## src/rtl/alarm_clock_pkg.sv

```systemverilog
// Shared types and constants for the alarm clock time-keeping blocks.
package alarm_clock_pkg;

  localparam int DIGIT_W = 4;

  localparam logic [DIGIT_W-1:0] MIN_LS_MAX     = 4'd9;
  localparam logic [DIGIT_W-1:0] MIN_MS_MAX     = 4'd5;
  localparam logic [DIGIT_W-1:0] HR_MS_MAX      = 4'd2;
  localparam logic [DIGIT_W-1:0] HR_LS_MAX_AT_2 = 4'd3;
  localparam logic [DIGIT_W-1:0] HR_LS_MAX      = 4'd9;

  typedef struct packed {
    logic [DIGIT_W-1:0] h_ms;
    logic [DIGIT_W-1:0] h_ls;
    logic [DIGIT_W-1:0] m_ms;
    logic [DIGIT_W-1:0] m_ls;
  } bcd_time_t;

  localparam bcd_time_t RESET_TIME = '{h_ms: 4'd0, h_ls: 4'd0, m_ms: 4'd0, m_ls: 4'd0};

  // True when the four digits form a legal 24 h time (00:00 .. 23:59).
  function automatic logic time_is_valid(bcd_time_t t);
    logic ok;
    ok = (t.h_ms <= HR_MS_MAX) && (t.h_ls <= HR_LS_MAX) &&
         (t.m_ms <= MIN_MS_MAX) && (t.m_ls <= MIN_LS_MAX);
    if (t.h_ms == HR_MS_MAX && t.h_ls > HR_LS_MAX_AT_2) ok = 1'b0;
    return ok;
  endfunction

endpackage

```

## src/rtl/bcd_digit_counter.sv

```systemverilog
// Single BCD digit with synchronous load and increment; wrap flags the
// carry into the next digit in the same cycle the increment is applied.
module bcd_digit_counter
  import alarm_clock_pkg::*;
#(
  parameter logic [DIGIT_W-1:0] RST_VAL = '0
) (
  input  logic               clk,
  input  logic               reset,
  input  logic               inc,
  input  logic               load,
  input  logic [DIGIT_W-1:0] load_val,
  input  logic [DIGIT_W-1:0] max_val,
  output logic [DIGIT_W-1:0] digit,
  output logic               wrap
);

  logic [DIGIT_W-1:0] digit_q, digit_d;

  // Load beats increment, so a wrap cannot be reported on a load cycle.
  assign wrap  = inc & ~load & (digit_q == max_val);
  assign digit = digit_q;

  // Next-digit selection.
  always_comb begin
    digit_d = digit_q;
    if (load) begin
      digit_d = load_val;
    end else if (inc) begin
      digit_d = wrap ? '0 : digit_q + 4'd1;
    end
  end

  // Digit register.
  always_ff @(posedge clk or posedge reset) begin
    if (reset) digit_q <= RST_VAL;
    else       digit_q <= digit_d;
  end

endmodule

```

## src/rtl/time_counter.sv

```systemverilog
// 24 h HH:MM time keeper: advances on one_minute, accepts validated user
// loads on the rising edge of load_new_c and tells the generator to realign.
module time_counter
  import alarm_clock_pkg::*;
#(
  parameter int MAX_HOUR = 23
) (
  input  logic               clk,
  input  logic               reset,
  input  logic               one_minute,
  input  logic               load_new_c,
  input  logic [DIGIT_W-1:0] new_time_h_ms,
  input  logic [DIGIT_W-1:0] new_time_h_ls,
  input  logic [DIGIT_W-1:0] new_time_m_ms,
  input  logic [DIGIT_W-1:0] new_time_m_ls,
  output logic [DIGIT_W-1:0] current_time_h_ms,
  output logic [DIGIT_W-1:0] current_time_h_ls,
  output logic [DIGIT_W-1:0] current_time_m_ms,
  output logic [DIGIT_W-1:0] current_time_m_ls,
  output logic               reset_count,
  output logic               load_err,
  output logic               hour_tick
);

  localparam logic [DIGIT_W-1:0] MAX_H_MS = DIGIT_W'(MAX_HOUR / 10);
  localparam logic [DIGIT_W-1:0] MAX_H_LS = DIGIT_W'(MAX_HOUR % 10);

  bcd_time_t          new_time;
  logic               load_q;
  logic               load_evt, load_ok, load_bad, advance;
  logic               m_ls_wrap, m_ms_wrap;
  logic [DIGIT_W-1:0] h_ms_q, h_ms_d, h_ls_q, h_ls_d;
  logic               reset_count_q, load_err_q, hour_tick_q;

  assign new_time = '{h_ms: new_time_h_ms, h_ls: new_time_h_ls,
                      m_ms: new_time_m_ms, m_ls: new_time_m_ls};

  // A load event swallows any coincident minute pulse, valid or not.
  assign load_evt = load_new_c & ~load_q;
  assign load_ok  = load_evt & time_is_valid(new_time);
  assign load_bad = load_evt & ~time_is_valid(new_time);
  assign advance  = one_minute & ~load_evt;

  bcd_digit_counter #(.RST_VAL(RESET_TIME.m_ls)) u_min_ls (
    .clk      (clk),
    .reset    (reset),
    .inc      (advance),
    .load     (load_ok),
    .load_val (new_time_m_ls),
    .max_val  (MIN_LS_MAX),
    .digit    (current_time_m_ls),
    .wrap     (m_ls_wrap)
  );

  bcd_digit_counter #(.RST_VAL(RESET_TIME.m_ms)) u_min_ms (
    .clk      (clk),
    .reset    (reset),
    .inc      (m_ls_wrap),
    .load     (load_ok),
    .load_val (new_time_m_ms),
    .max_val  (MIN_MS_MAX),
    .digit    (current_time_m_ms),
    .wrap     (m_ms_wrap)
  );

  // Hour pair: wraps from MAX_HOUR straight to 00 rather than per digit.
  always_comb begin
    h_ms_d = h_ms_q;
    h_ls_d = h_ls_q;
    if (load_ok) begin
      h_ms_d = new_time_h_ms;
      h_ls_d = new_time_h_ls;
    end else if (m_ms_wrap) begin
      if (h_ms_q == MAX_H_MS && h_ls_q == MAX_H_LS) begin
        h_ms_d = '0;
        h_ls_d = '0;
      end else if (h_ls_q == HR_LS_MAX) begin
        h_ms_d = h_ms_q + 4'd1;
        h_ls_d = '0;
      end else begin
        h_ls_d = h_ls_q + 4'd1;
      end
    end
  end

  // Hour digits, load edge detector and registered status pulses.
  always_ff @(posedge clk or posedge reset) begin
    if (reset) begin
      h_ms_q        <= RESET_TIME.h_ms;
      h_ls_q        <= RESET_TIME.h_ls;
      load_q        <= 1'b0;
      reset_count_q <= 1'b0;
      load_err_q    <= 1'b0;
      hour_tick_q   <= 1'b0;
    end else begin
      h_ms_q        <= h_ms_d;
      h_ls_q        <= h_ls_d;
      load_q        <= load_new_c;
      reset_count_q <= load_ok;
      load_err_q    <= load_bad;
      hour_tick_q   <= m_ms_wrap;
    end
  end

  assign current_time_h_ms = h_ms_q;
  assign current_time_h_ls = h_ls_q;
  assign reset_count       = reset_count_q;
  assign load_err          = load_err_q;
  assign hour_tick         = hour_tick_q;

endmodule

```

## config.mk

```make
export PLATFORM = sky130hd
export DESIGN_NAME = time_counter
export DESIGN_NICKNAME = d
export VERILOG_FILES = /design/src/rtl/alarm_clock_pkg.sv /design/src/rtl/bcd_digit_counter.sv /design/src/rtl/time_counter.sv
export SDC_FILE = /design/constraint.sdc
export NUM_CORES = 1
export LEC_CHECK = 0
export BUFFER_PORTS_ARGS = -buffer_cell sky130_fd_sc_hd__buf_2
export CORE_MARGIN = 1
export CORE_UTILIZATION = 45
export DETAILED_ROUTE_END_ITERATION = 7
export PLACE_DENSITY = 0.71
export REMOVE_ABC_BUFFERS = 1
export SYNTH_ARGS = -nofsm -noshare
export SYNTH_HDL_FRONTEND = slang
export SYNTH_SLANG_ARGS = --single-unit
```

## constraint.sdc

```tcl
create_clock -name clk -period 4.47 [get_ports clk]
set_clock_uncertainty 0.2 [all_clocks]
set_input_delay 0.2235 -clock clk [delete_from_list [all_inputs] [get_ports clk]]
set_output_delay 0.2235 -clock clk [all_outputs]
set_load 0.01 [all_outputs]
```

==> results.yml, run 1 <==
place:
  routabilityCongestion: 0.788
  dp_hpwl_um: 2210
  numPortBuffers: 38
  dp_cells: 199
global_route:
  grt-ovfl-total: 0
  grt_use_met1_pct: 29.4
  grt-busiest-layer: "met2"
  antenna_found_initial: 0
  grt_pass1_vias: 1105
  grtUsageMet3_pct: 3.55
  grt_pass1_wl_um: 4790
  grtUsageTotal_pct: 22.0
  use_met2_pct: 36.1
  grt_max_degree: 21
route:
  vias_per_cell: 5.64
  ant_nets: 0
  avgRoutedWirePerCell_um: 14.1
  num_vias: 1174
  drt-initial-drc-count: 31
  firstDrtPassIters: 4
  drc: 0
  routed_wl_um: 2940
sta:
  setup_viol_count_final: 0
  clock.fmax_mhz: 428
  fin_tns_setup_ns: 0
  worst_pin_slew_ns: 0.778
  period_share_pct: 52.2
  fin_crit_ns: 2.33
  relSlewSlack_pct: 48.1
  maxSlewViolCount: 0
  rsz0062_at_grt: "no"
  hold_violations: 0
run:
  max-cap-violations: 0
synth:
  avgSynthCellArea_um2: 9.35
  synth_cell_types: 35
  ys_ff_latch: 20
  syn_inst: 136
  synth_top_area_share_pct: 39.4
  yosysTopAreaCell: "dfrtp_1"
  synth_area_um2: 1270
  synthTopCellsByArea: "dfrtp_1, ha_1, nor3_1"
  yosysWarnings: 0
  synth_seq_area_share_pct: 39.4
min_path:
  hp-start: "new_time_h_ls[0]"
  holdPathEnd: "current_time_h_ls[0]"
  worstHoldPathType: "in -> reg"
  hold_depth: 3
pwr:
  p_leak_nw: 0.753
  power.total_uw: 648
  ir_drop_mv: 0.273
  powerDensity_nw_per_um2: 416
setup_path:
  r2r_slack_ns: 2.29
  reg2reg_from: "u_min_ms.digit[1]"
  path_class: "in -> reg"
  endpoint_kind: "flip-flop"
  worst-path-max-fanout: 14
  r2r_cells: 6
  worst_ep_arrival_time_ns: 2.33
  timing.rr.end: "current_time_h_ms[3]"
  worstSetupStartpointType: "primary input"
  required_ns: 4.47
cts:
  hold_buffers: 5
  cts_tree: "done"
  cts_root_buf: "clkbuf_4"
  cts_buffer_depth: 2
  clock_sinks: 20
  clk_pin_slew_ns: 0.12
  ctsHtreeMaxLevel: 1
  numCtsBuffers: 3
  cts_resized: 0
  clk_latency_ns: 0.30
  cts_setup_buffers: 0
cells_and_area:
  fin_util_pct: 60.7
  syn_to_final_growth_pct: 22.5
  fin_nets: 207
  fin_cells: 208
  drive_above_1_share_pct: 28.7
  antenna_cells: 0
floorplanning:
  core_um2: 2570
  die_x_um: 55.2
  io_pins: 39
  die_area_um2: 3040
  start_util_pct: 49.5
  row_count: 18
  die_y_um: 55.2
run_status:
  status: "finished clean"
## worst max-delay path, cell delays in order
cell and delay, ns:
dlygate4sd3_1 0.52, buf_2 0.12, nor2b_1 0.27, nand3_1 0.33, or2_1 0.51, mux2_2 0.35
## cells in the mapped netlist, drive strengths merged
| library cell | count |
|---|---|
| a31oi | 9 |
| nand4 | 1 |
| mux2i | 2 |
| a22oi | 1 |
| nor2b | 3 |
| nor2 | 4 |
| nand2b | 1 |
| nor3 | 12 |
| nand2 | 9 |
| buf | 2 |
| and3 | 1 |
| dfrtp | 20 |
| a2111o | 1 |
| or3b | 4 |
| nor4 | 2 |
| a21oi | 8 |
| a211oi | 1 |
| and2 | 1 |
| ha | 8 |
| and3b | 3 |
| or3 | 3 |
| o31ai | 2 |
| o21ai | 12 |
| nand4bb | 1 |
| or4 | 2 |
| or2 | 1 |
| inv | 10 |
| mux2 | 3 |
| clkbuf | 3 |
| nand3 | 5 |
| nor4b | 1 |
## cell type report
cell class                 instances  area, µm²
clock buffer                       4       36.3
multi-input combinational        101        706
sequential                        20        500
fill                             246       1010
tap                               30       37.5
inverter                          10       37.5
timing repair buffer              43        240
## worst max path at each step
| stage | from | end | slack (ns) | depth (start not counted) |
|---|---|---|---|---|
| after global placement | new_time_h_ls[3] | u_min_ms.digit[0] | 2.33 | 5 |
| after floorplan | u_min_ms.digit[1] | current_time_h_ms[3] | 2.48 | 6 |
| after CTS | load_new_c | u_min_ls.digit[1] | 2.15 | 6 |
| after detailed placement | new_time_h_ls[3] | u_min_ls.digit[1] | 2.27 | 5 |
| after global routing | load_new_c | u_min_ls.digit[1] | 2.01 | 6 |
| final | load_new_c | u_min_ls.digit[1] | 2.14 | 6 |
## state kept, by name, indices dropped and copies added (netlist names)
signal	cells
current_time_h_ls	4
current_time_h_ms	4
u_min_ls.digit	4
u_min_ms.digit	4
hour_tick	1
load_err	1
load_q	1
reset_count	1
## metal layers
layer / part of all wire [%] / wire length (µm)
met5: 0 / 0
met4: 0.54 / 16
met3: 4.2 / 122
met2: 48 / 1410
met1: 47 / 1390
## metrics by stage
stage / cell area (µm²) / hold slack [ns] / worst slack (ns)
after detailed placement: 1470 / 0.166 / 2.27
after global routing: 1560 / 0.0173 / 2.01
after floorplan: 1240 / -0.0127 / 2.48
after global placement: 1470 / 0.160 / 2.33
final: 1560 / 0.0112 / 2.14
after CTS: 1560 / 0.00250 / 2.15
## placed cells by master, fill, tap and decap left out, types with 2 or more instances in the layout
cell type	instances
and3b_1	2
or3b_1	4
a21oi_1	8
dfrtp_1	20
clkbuf_4	3
mux2i_1	2
ha_1	8
nand2_1	9
nor2b_1	3
buf_2	38
nand3_1	4
nor2_1	4
dlygate4sd3_1	5
or4_1	2
o21ai_0	11
nor3_1	12
or3_1	3
inv_1	10
nor4_1	2
o31ai_1	2
a31oi_1	9
mux2_2	3
## cells by family (layout without fill, tap and decap cells)
group / Yosys count / after routing / share of synthesized area (%)
adder cells (fa/ha/maj): 8 / 8 / 7.87
flip-flops: 20 / 20 / 39.4
AO/OA/AOI/OAI: 34 / 34 / 15.6
buffers and inverters: 15 / 57 / 5.12
AND/OR/NAND/NOR: 54 / 54 / 27.9
multiplexers: 5 / 5 / 4.23
## where the power goes
part / switching, mW / internal, mW / leakage, nW
sequential: 0.0651 / 0.226 / 0.258
combinational: 0.129 / 0.122 / 0.474
clock: 0.0560 / 0.0496 / 0.0210
total: 0.250 / 0.398 / 0.753
(Power assumes the default switching activity.)
==> inputs of run 2 (changes only) <==
clock period = 2.2 ns   (was 4.47 ns; I/O delays follow)
==> results.yml, run 2 (synthesized netlist as in run 1, its figures left out) <==
min_path:
  hp-start: "new_time_m_ms[3]"
  worstHoldPathType: "in -> reg"
  holdPathEnd: "u_min_ls.digit[2]"
  hold_depth: 6
pwr:
  power.total_mw: 1.44
  ir_drop_mv: 0.677
  powerDensity_nw_per_um2: 818
  p_leak_nw: 0.854
cts:
  numCtsBuffers: 3
  clk_pin_slew_ns: 0.13
  clk_latency_ns: 0.31
  ctsHtreeMaxLevel: 1
  cts_tree: "done"
  clock_sinks: 20
  cts_buffer_depth: 2
  cts_root_buf: "clkbuf_4"
cells_and_area:
  fin_util_pct: 68.7
  fin_nets: 228
  drive_above_1_share_pct: 29.6
  syn_to_final_growth_pct: 38.8
  final_cell_mix: "buf_2, dfrtp_1, dlygate4sd3_1"
  antenna_cells: 0
  final_common_cell: "buf_2"
  final_cell_area_um2: 1760
setup_path:
  r2r_slack_ns: 0.15
  reg2reg_from: "u_min_ms.digit[1]"
  worst_ep_arrival_time_ns: 2.08
  r2r_cells: 7
  required_ns: 2.23
  timing.rr.end: "current_time_h_ms[1]"
  endpoint_kind: "flip-flop"
  path_class: "reg -> reg"
  worstSetupStartpointType: "flip-flop"
  worst-path-max-fanout: 5
sta:
  worst_pin_slew_ns: 0.791
  setup_viol_count_final: 0
  clock.fmax_mhz: 488
  relSlewSlack_pct: 47.2
  period_share_pct: 93.2
  hold_violations: 0
  fin_tns_setup_ns: 0
  maxSlewViolCount: 0
  layout_setup_ws_ns: 0.149
  fin_crit_ns: 2.05
place:
  routabilityCongestion: 0.756
  dpl_cell_area_um2: 1500
  dp_hpwl_um: 2260
  numPortBuffers: 38
  detailedPlace.worstSlack_ns: 0.0715
floorplanning:
  die_area_um2: 3040
  die_x_um: 55.2
  start_util_pct: 49.5
  core_um2: 2570
  io_pins: 39
  row_count: 18
  die_y_um: 55.2
run_status:
  status: "finished clean"
route:
  avgRoutedWirePerCell_um: 15.0
  vias_per_cell: 5.69
  routed_wl_um: 3430
  drt-initial-drc-count: 40
  ant_nets: 0
  firstDrtPassIters: 4
  num_vias: 1302
  drc: 0
global_route:
  grt_pass1_vias: 1159
  grt_max_degree: 21
  grt_pass1_wl_um: 5110
  grtUsageTotal_pct: 24.3
  grt-ovfl-total: 0
  antenna_found_initial: 0
run:
  max-cap-violations: 0
[run 2: cell types whose count changed in the layout (fill, tap and decap cells not counted), sizes merged]
cell and change:
dlygate4sd3 +13, buf +8, bufinv +1, clkbuf -1
[run 2: stage by stage]
step                      instances  hold slack (ns)
after global placement          203           0.0450
after CTS                       225            0.170
after global routing            229            0.258
after detailed placement        203           0.0513
final                           229            0.205
after floorplan                 131           -0.126
[run 2: timing repair]
item | 4_1_cts | 5_1_grt
setup buffers | 0 | 4
hold buffers | 18 | 0
setup endpoints to repair | 0 | 1
gates resized for setup | 0 | 0
endpoints found under the hold margin | 36 | 0
[run 2: critical path, stage by stage, from the launching register on]
cell     delay, ns
dfrtp_1       0.45
inv_1         0.07
ha_1          0.15
and3b_1       0.27
nand4_4       0.12
buf_4         0.18
or3_1         0.35
a31oi_1       0.18
[run 2: final cells by class]
cell class              instances  area [µm²]
well taps                      30        37.5
fillers                       226         803
inverters                      10        37.5
clock inverters                 1        30.0
clock buffers                   3        22.5
multi-input cells             101         706
repair buffers                 64         430
flip-flops and latches         20         500
[run 2: metal layers]
metal	share of wire [%]	vias to the layer above	global-route usage (%)
met5	0	-	0
met4	1.9	0	10.0
met3	5.4	8	3.55
met2	49	51	41.8
met1	43	615	30.3
li1	-	628	-
[run 2: where the power goes]
group	switching [mW]	internal, mW
Combinational	0.278	0.272
Clock	0.122	0.184
Sequential	0.127	0.460
[run 2: how the worst max path moves through the flow]
stage	cells past startpoint	from	slack, ns	endpoint
6_report	7	u_min_ms.digit[1]	0.15	current_time_h_ms[1]
5_1_grt	6	current_time_h_ls[1]	-0.01	current_time_h_ls[1]
4_1_cts	6	u_min_ms.digit[1]	0.03	current_time_h_ms[3]
3_5_place_dp	6	u_min_ms.digit[1]	0.07	current_time_h_ms[3]
3_3_place_gp	6	u_min_ms.digit[1]	0.17	current_time_h_ms[3]
2_1_floorplan	6	u_min_ms.digit[1]	0.21	current_time_h_ms[3]
